--- config.mk ---
export PLATFORM = sky130hd
export DESIGN_NAME = timer_mmss
export DESIGN_NICKNAME = d
export VERILOG_FILES = /design/src/rtl/timer_mmss.sv
export SDC_FILE = /design/constraint.sdc
export NUM_CORES = 1
export LEC_CHECK = 0
export CORE_ASPECT_RATIO = 1.5
export CORE_MARGIN = 5
export CORE_UTILIZATION = 44
export DETAILED_ROUTE_END_ITERATION = 7
export GPL_ROUTABILITY_DRIVEN = 0
export PLACE_DENSITY = 0.74
export SYNTH_ARGS = -nofsm -noshare
export SYNTH_HDL_FRONTEND = slang
export SYNTH_SLANG_ARGS = --single-unit
--- constraint.sdc ---
create_clock -name clk -period 1.8 [get_ports clk]
set_input_delay 0.36 -clock clk [delete_from_list [all_inputs] [get_ports clk]]
set_output_delay 0.36 -clock clk [all_outputs]
set_load 0.1 [all_outputs]
--- src/rtl/timer_mmss.sv ---
// ============================================================================
// timer_mmss -- BCD minutes:seconds countdown timer (microwave controller)
//
// Loads a cook time from keypad digits (shifted in from the right, like a
// calculator display) and counts it down while the magnetron is on.
// timer_done feeds control_mag, which stops the magnetron at 00:00; enable
// comes back from control_mag's Q.
//
// Parameters
//   TICK_DIV    clk cycles per timer second (>= 2)
//
// Ports
//   clk          in   system clock, all state on rising edge
//   reset        in   synchronous, active-high reset
//   enable       in   count enable (magnetron on)
//   clearn       in   active-low keypad CLEAR, sampled synchronously
//   digit_valid  in   one-cycle strobe, digit_in holds a new keypad digit
//   digit_in     in   [3:0] BCD keypad digit
//   min_tens     out  [3:0] minutes tens digit
//   min_ones     out  [3:0] minutes ones digit
//   sec_tens     out  [3:0] seconds tens digit
//   sec_ones     out  [3:0] seconds ones digit
//   timer_done   out  high whenever all four digits are zero
//   done_pulse   out  one-cycle pulse after a decrement lands on 00:00
// ============================================================================
module timer_mmss #(
    parameter int unsigned TICK_DIV = 10
) (
    input  logic       clk,
    input  logic       reset,
    input  logic       enable,
    input  logic       clearn,
    input  logic       digit_valid,
    input  logic [3:0] digit_in,
    output logic [3:0] min_tens,
    output logic [3:0] min_ones,
    output logic [3:0] sec_tens,
    output logic [3:0] sec_ones,
    output logic       timer_done,
    output logic       done_pulse
);

    localparam int unsigned          PRESC_W    = $clog2(TICK_DIV);
    localparam logic [PRESC_W-1:0]   PRESC_LAST = PRESC_W'(TICK_DIV - 1);
    localparam logic [PRESC_W-1:0]   PRESC_ONE  = PRESC_W'(1);
    localparam logic [PRESC_W-1:0]   PRESC_ZERO = PRESC_W'(0);

    // Packed time value: {min_tens, min_ones, sec_tens, sec_ones}
    logic [15:0]        time_q;
    logic [15:0]        time_d;
    logic [PRESC_W-1:0] presc_q;
    logic [PRESC_W-1:0] presc_d;
    logic               done_pulse_q;
    logic               done_pulse_d;

    logic               count_zero_s;
    logic               entry_ok_s;
    logic               run_s;
    logic [15:0]        time_dec_s;

    // One-second BCD decrement with borrow chain. Seconds tens reload to 5
    // (a minute has 60 seconds), every other digit reloads to 9. Callers
    // never apply it at 00:00, so the min_tens wrap is unreachable.
    function automatic logic [15:0] bcd_decrement(input logic [15:0] t);
        logic [3:0] mt;
        logic [3:0] mo;
        logic [3:0] st;
        logic [3:0] so;
        mt = t[15:12];
        mo = t[11:8];
        st = t[7:4];
        so = t[3:0];
        if (so != 4'd0) begin
            so = so - 4'd1;
        end else begin
            so = 4'd9;
            if (st != 4'd0) begin
                st = st - 4'd1;
            end else begin
                st = 4'd5;
                if (mo != 4'd0) begin
                    mo = mo - 4'd1;
                end else begin
                    mo = 4'd9;
                    mt = mt - 4'd1;
                end
            end
        end
        return {mt, mo, st, so};
    endfunction

    // Decode conditions shared by the next-state logic
    always_comb begin
        count_zero_s = (time_q == 16'd0);
        // Keypad is locked while the magnetron runs; non-BCD keys are ignored
        entry_ok_s   = digit_valid && !enable && (digit_in <= 4'd9);
        run_s        = enable && !count_zero_s;
        time_dec_s   = bcd_decrement(time_q);
    end

    // Next-state: clear > digit entry > countdown > hold
    always_comb begin
        time_d       = time_q;
        presc_d      = presc_q;
        done_pulse_d = 1'b0;
        if (!clearn) begin
            time_d  = 16'd0;
            presc_d = PRESC_ZERO;
        end else if (entry_ok_s) begin
            // Shift in from the right; old min_tens falls off
            time_d  = {time_q[11:0], digit_in};
            presc_d = PRESC_ZERO;
        end else if (run_s) begin
            if (presc_q == PRESC_LAST) begin
                presc_d      = PRESC_ZERO;
                time_d       = time_dec_s;
                // Only a real decrement onto 00:00 produces the pulse
                done_pulse_d = (time_dec_s == 16'd0);
            end else begin
                presc_d = presc_q + PRESC_ONE;
            end
        end else begin
            // Paused or at 00:00: prescaler keeps its fractional second
            presc_d = presc_q;
        end
    end

    // State registers with synchronous reset
    always_ff @(posedge clk) begin
        if (reset) begin
            time_q       <= 16'd0;
            presc_q      <= PRESC_ZERO;
            done_pulse_q <= 1'b0;
        end else begin
            time_q       <= time_d;
            presc_q      <= presc_d;
            done_pulse_q <= done_pulse_d;
        end
    end

    assign min_tens   = time_q[15:12];
    assign min_ones   = time_q[11:8];
    assign sec_tens   = time_q[7:4];
    assign sec_ones   = time_q[3:0];
    // Straight from the digit registers so control_mag sees it the same cycle
    assign timer_done = (time_q == 16'd0);
    assign done_pulse = done_pulse_q;

endmodule

# Yosys cells after proc, flatten, opt, wreduce, memory -nomap -nowiden
# Index checks and enable logic that the tools add are counted.
# Widths: inputs -> output; s select.
[word_totals]
input_bits = 9
reg_bits = 21
wordCells = 42
[op_classes]
n_reduce_logical = 16
n_lt_le_gt_ge = 1
n_bitwise = 3
n_mux = 13
n_eq_ne = 1
add_sub_neg = 5
[op_table]
columns = ["cell", "count"]
rows = [
  ["$mux 16", 3],
  ["$mux 4", 10],
  ["$logic_not 16->1", 2],
  ["$sub 4x1->4 const B", 4],
  ["$reduce_bool 4->1", 3],
  ["$reduce_or 5->1", 1],
  ["$add 4x1->4 const B", 1],
  ["$eq 4x4->1 const B", 1],
  ["$le 4x4->1 const B", 1],
  ["$reduce_bool 2->1", 2],
  ["$logic_and 1x1->1", 3],
  ["$not 1->1", 3],
  ["$reduce_or 3->1", 1],
  ["$logic_not 1->1", 2],
  ["$reduce_and 2->1", 1],
  ["$reduce_or 2->1", 1],
]

# Depth between registers and ports, before layout
# Gate-level depths: netlist (run 1).
[logic_depth]
ltp_word = 7
mapped_depth = 8
ltp_nobuf = 7

# Worst setup path before layout (run 1)
# No wires, ideal clock.
[synth_timing]
path_kind = "register to register"
from = "register time_q[12]"
to = "register time_q[3]"
path_slack_ns = -0.736
t_required_ns = 1.714
arrival_time_ns = 2.451
path_stages_with_launch = 9
synth_period_minus_slack_ns = 2.536
cell_sequence = "dfxtp_1 > inv_1 > ha_1 > nor3b_1 > and4_1 > buf_2 > nor4_1 > nor2_1 > a211oi_1"
[synth_via]
elab_chain_cells = 5
[synth_rtl]
columns = ["element", "line", "rtl"]
rows = [
  ["from (decl)", "49", "logic [15:0] time_q;"],
  ["from (signal assigned)", "135", "time_q <= time_d;"],
  ["$logic_not 16->1", "94", "count_zero_s = (time_q == 16'd0);"],
  ["$logic_not 1->1", "97", "run_s = enable && !count_zero_s;"],
  ["$logic_and 1x1->1", "97", ""],
  ["$reduce_bool 2->1 (no source line)", "-", ""],
  ["$reduce_and 2->1 (no source line)", "-", ""],
]
# No other way between the ends.
# A chain may end at the register's enable or synchronous reset.

# Worst setup path in the final report (run 1)
[layout_timing]
from = "register time_q[11]"
to = "output port timer_done"
[layout_via]
elab_chain_cells = 1
[layout_rtl]
columns = ["element", "line", "rtl"]
rows = [
  ["$logic_not 16->1", "146", "assign timer_done = (time_q == 16'd0);"],
  ["to (decl)", "39", "output logic timer_done,"],
]
# No other way between the ends.

==> key figures, run 1 <==
Clock tree
  – CTS tree: built
  – Worst skew pair latency: 0.27 ns
  – Worst-path clk slew: 0.08 ns
  – Clock Sinks: 21
  – CTS H-Tree Depth: 1
  – Clk buf depth: 2
  – CTS root buf: clkbuf_8
  – Inserted Clock Buffers: 3

Global route
  – Aggregate global routing overflow: 0
  – GRT Util Overall: 23.1%
  – Largest net degree at the start of global routing: 12
  – Vias in the first global route: 1476
  – Initial antenna violation count: 0
  – First-pass GRT wire length: 6.77 mm

Synth
  – FF+latch count, synth: 21
  – Top_reg_cell synth: dfxtp_1
  – Ys async rst share: 0%
  – Synth warn: 0
  – Synthesized area per cell: 8.27 um^2
  – Syn Inst Count: 146
  – Cell taking the most area after synthesis: dfxtp_1
  – Synth top area share: 34.8%
  – Register area share after synthesis: 34.8%
  – Syn_nets: 157
  – Area contributors post-synth: dfxtp_1 35%, nand2_1 4.7%, xnor2_1 4.4%
  – EDFF count, synth: 0
  – Count of unique library cells instantiated by Yosys: 44
  – Area of the mapped netlist: 1210 um^2

Timing
  – Final critical-path required period: 1.94 ns
  – Final Worst Setup Slack: -0.144 ns
  – Worst Max-Slew Pin Slew: 0.386 ns
  – Period utilization: 108%
  – WHS: 0.513 ns
  – Final setup TNS: -0.222 ns
  – Worst Skew: 0.00524 ns
  – RSZ-0062 raised after global routing: yes
  – Max-slew violations: 0
  – Max-slew headroom: 74.0%
  – Peak Freq: 514 MHz
  – Fin. Hold Viols: 0
  – Setup violators final: 3

Layout
  – Layout Nets: 221
  – Fillers: 154
  – N_diodes: 0
  – Synth-to-layout area growth: 80.0%
  – Layout cells sized above 1: 46.9%
  – Register area: 465 um^2
  – Cell area after layout: 2170 um^2
  – Multi-input logic area: 872 um^2

Drt
  – DR vias/cell: 6.01
  – Post-DRT Antenna Nets: 0
  – Post-route DRC: 0
  – Total number of vias: 1479
  – DRT Wirelength: 4.45 mm
  – First drt pass iteration count: 4
  – Routed len/inst: 18.1 um
  – Initial DRC count: 70

Placed design
  – Post-DP HPWL: 3.05 mm
  – Setup WS pre-CTS: -0.290 ns
  – Buffers on Ports: 26
  – Cell Area, Placed: 2010 um^2

Floorplanning
  – # rows: 23
  – Die height: 74.2 um
  – Die width: 52.8 um
  – Ports: 27
  – Die ar.: 3910 um^2
  – Core area: 2650 um^2
  – Initial Utilization: 45.6%

Worst setup path
  – CP top delay family: simple AND/OR/NAND/NOR gates
  – CP Launch Type: flip-flop
  – CP max stage delay: 0.36 ns
  – Crit. End Element: output pin
  – Buf+Inv Stages, Crit Path: 3
  – CP Max Fanout: 4
  – CP Cell Sequence: nor4_4 -> nand4_1 -> buf_6 -> clkinvlp_4 -> buf_12
  – CP Class: flip-flop to output pin
  – CP Data Required Time: 1.44 ns
  – Worst Path Arrival: 1.58 ns
  – Slowest library cell on the worst path: nor4_4

Power
  – VDD IR max: 0.000447 V
  – Power per cell area: 456 nW/um^2
  – Leak Pwr: 0.839 nW

Run status
  – Status: finished with violations
  – Violated checks: setup timing

Flow run
  – Max-cap viol count: 0

Worst hold path
  – Hold Crit Class: flip-flop to flip-flop
cell type report:
cell class,instances,share of cell area [%]
Clock buffer,4,2.07
Inverter,6,1.21
Multi-Input combinational cell,116,40.1
Sequential cell,21,21.4
Tap cell,37,2.13
Timing Repair Buffer,62,33.0
state kept, by name, summed over array words and instances (netlist names):
name and flops:
presc_q 4, done_pulse 1, time_q 16
synthesized netlist by cell type (2+ instances only):
cell / count
inv_1: 6
a21oi_1: 8
xor2_1: 3
nor3_1: 7
or3_1: 2
nand2b_1: 4
ha_1: 2
o21ai_1: 4
o21ai_0: 9
xnor2_1: 6
and4b_1: 2
nand2_1: 15
nand3_1: 3
o31ai_1: 2
clkbuf_1: 2
nor3b_1: 3
or4b_1: 2
nand4_1: 2
nor2_1: 13
nor4_1: 3
nor2b_1: 2
nor4_4: 2
a211oi_1: 2
dfxtp_1: 21
mux2i_1: 2
final timing paths:
kind / slack, ns / cells after the start / startpoint / to
setup / recovery: -0.14 / 5 / time_q[11] / timer_done
hold / removal: 0.51 / 2 / presc_q[3] / presc_q[3]
setup reg to reg: -0.05 / 7 / time_q[2] / time_q[10]
hold reg to reg: 0.51 / 2 / presc_q[3] / presc_q[3]
routing by layer:
| metal | global-route usage (%) | part of all wire [%] |
|---|---|---|
| met1 | 22.7 | 36 |
| met5 | 0 | 0 |
| met2 | 43.5 | 54 |
| met3 | 4.01 | 4.9 |
| met4 | 13.9 | 4.6 |
worst register-to-register path, delay by kind of cell, from the launching register on:
kind,cells,cell delay (ns)
AO/OA/AOI/OAI,3,0.59
buffers and inverters,2,0.35
flip-flops,1,0.37
AND/OR/NAND/NOR,2,0.44
repair_timing:
action / 4_1_cts / 5_1_grt
resized for setup: 4 / 15
hold buffers: 0 / 0
endpoints found under the setup margin: 3 / 13
buffers inserted: 4 / 2
pin swaps: 4 / 6
per-stage QoR:
step / instances / power, W / utilization, %
detailed placement: 236 / 0.000652 / 75.9
global route: 246 / 0.00103 / 82.1
finish: 246 / 0.000991 / 82.1
CTS: 244 / 0.000979 / 79.4
floorplan: 146 / 0.000570 / -
global placement: 236 / 0.000647 / 75.9
cell families after synthesis:
logic type / synth area share [%]
and+or+nand+nor: 35.1
buffers and inverters: 2.90
muxes: 1.66
adders and majority gates: 2.07
AOI/OAI and AO/OA: 16.9
xor gates and xnor gates: 6.53
DFF: 34.8
where the power goes:
group | switching (W) | total [W] | internal [W] | leakage, nW
Sequential | 0.00000640 | 0.000460 | 0.000454 | 0.180
Combinational | 0.000114 | 0.000207 | 0.0000928 | 0.636
Clock | 0.000166 | 0.000325 | 0.000158 | 0.0228
Total | 0.000286 | 0.000991 | 0.000705 | 0.839
layout by cell type, fill, tap and decap left out, types with 4 or more instances in the layout:
cell / n
o21ai_1: 6
nand2_1: 14
dfxtp_2: 6
dfxtp_1: 5
clkdlybuf4s50_1: 8
buf_12: 18
nor3_1: 6
nor2_1: 13
buf_4: 34
a21oi_1: 6
nand2b_1: 4
dfxtp_4: 10
o21ai_0: 7
xnor2_1: 6
No activity file was read; power rests on OpenSTA's default activity.
==> run 2, diff against run 1 <==
--- a/config.mk
+++ b/config.mk
@@ -8,6 +8,7 @@
 export CORE_ASPECT_RATIO = 1.5
 export CORE_MARGIN = 5
 export CORE_UTILIZATION = 44
+export CTS_CLUSTER_DIAMETER = 60
 export DETAILED_ROUTE_END_ITERATION = 7
 export GPL_ROUTABILITY_DRIVEN = 0
 export PLACE_DENSITY = 0.74
==> results of run 2 <==
Same layout as run 1: the final DEF is identical, and so are final timing and power.
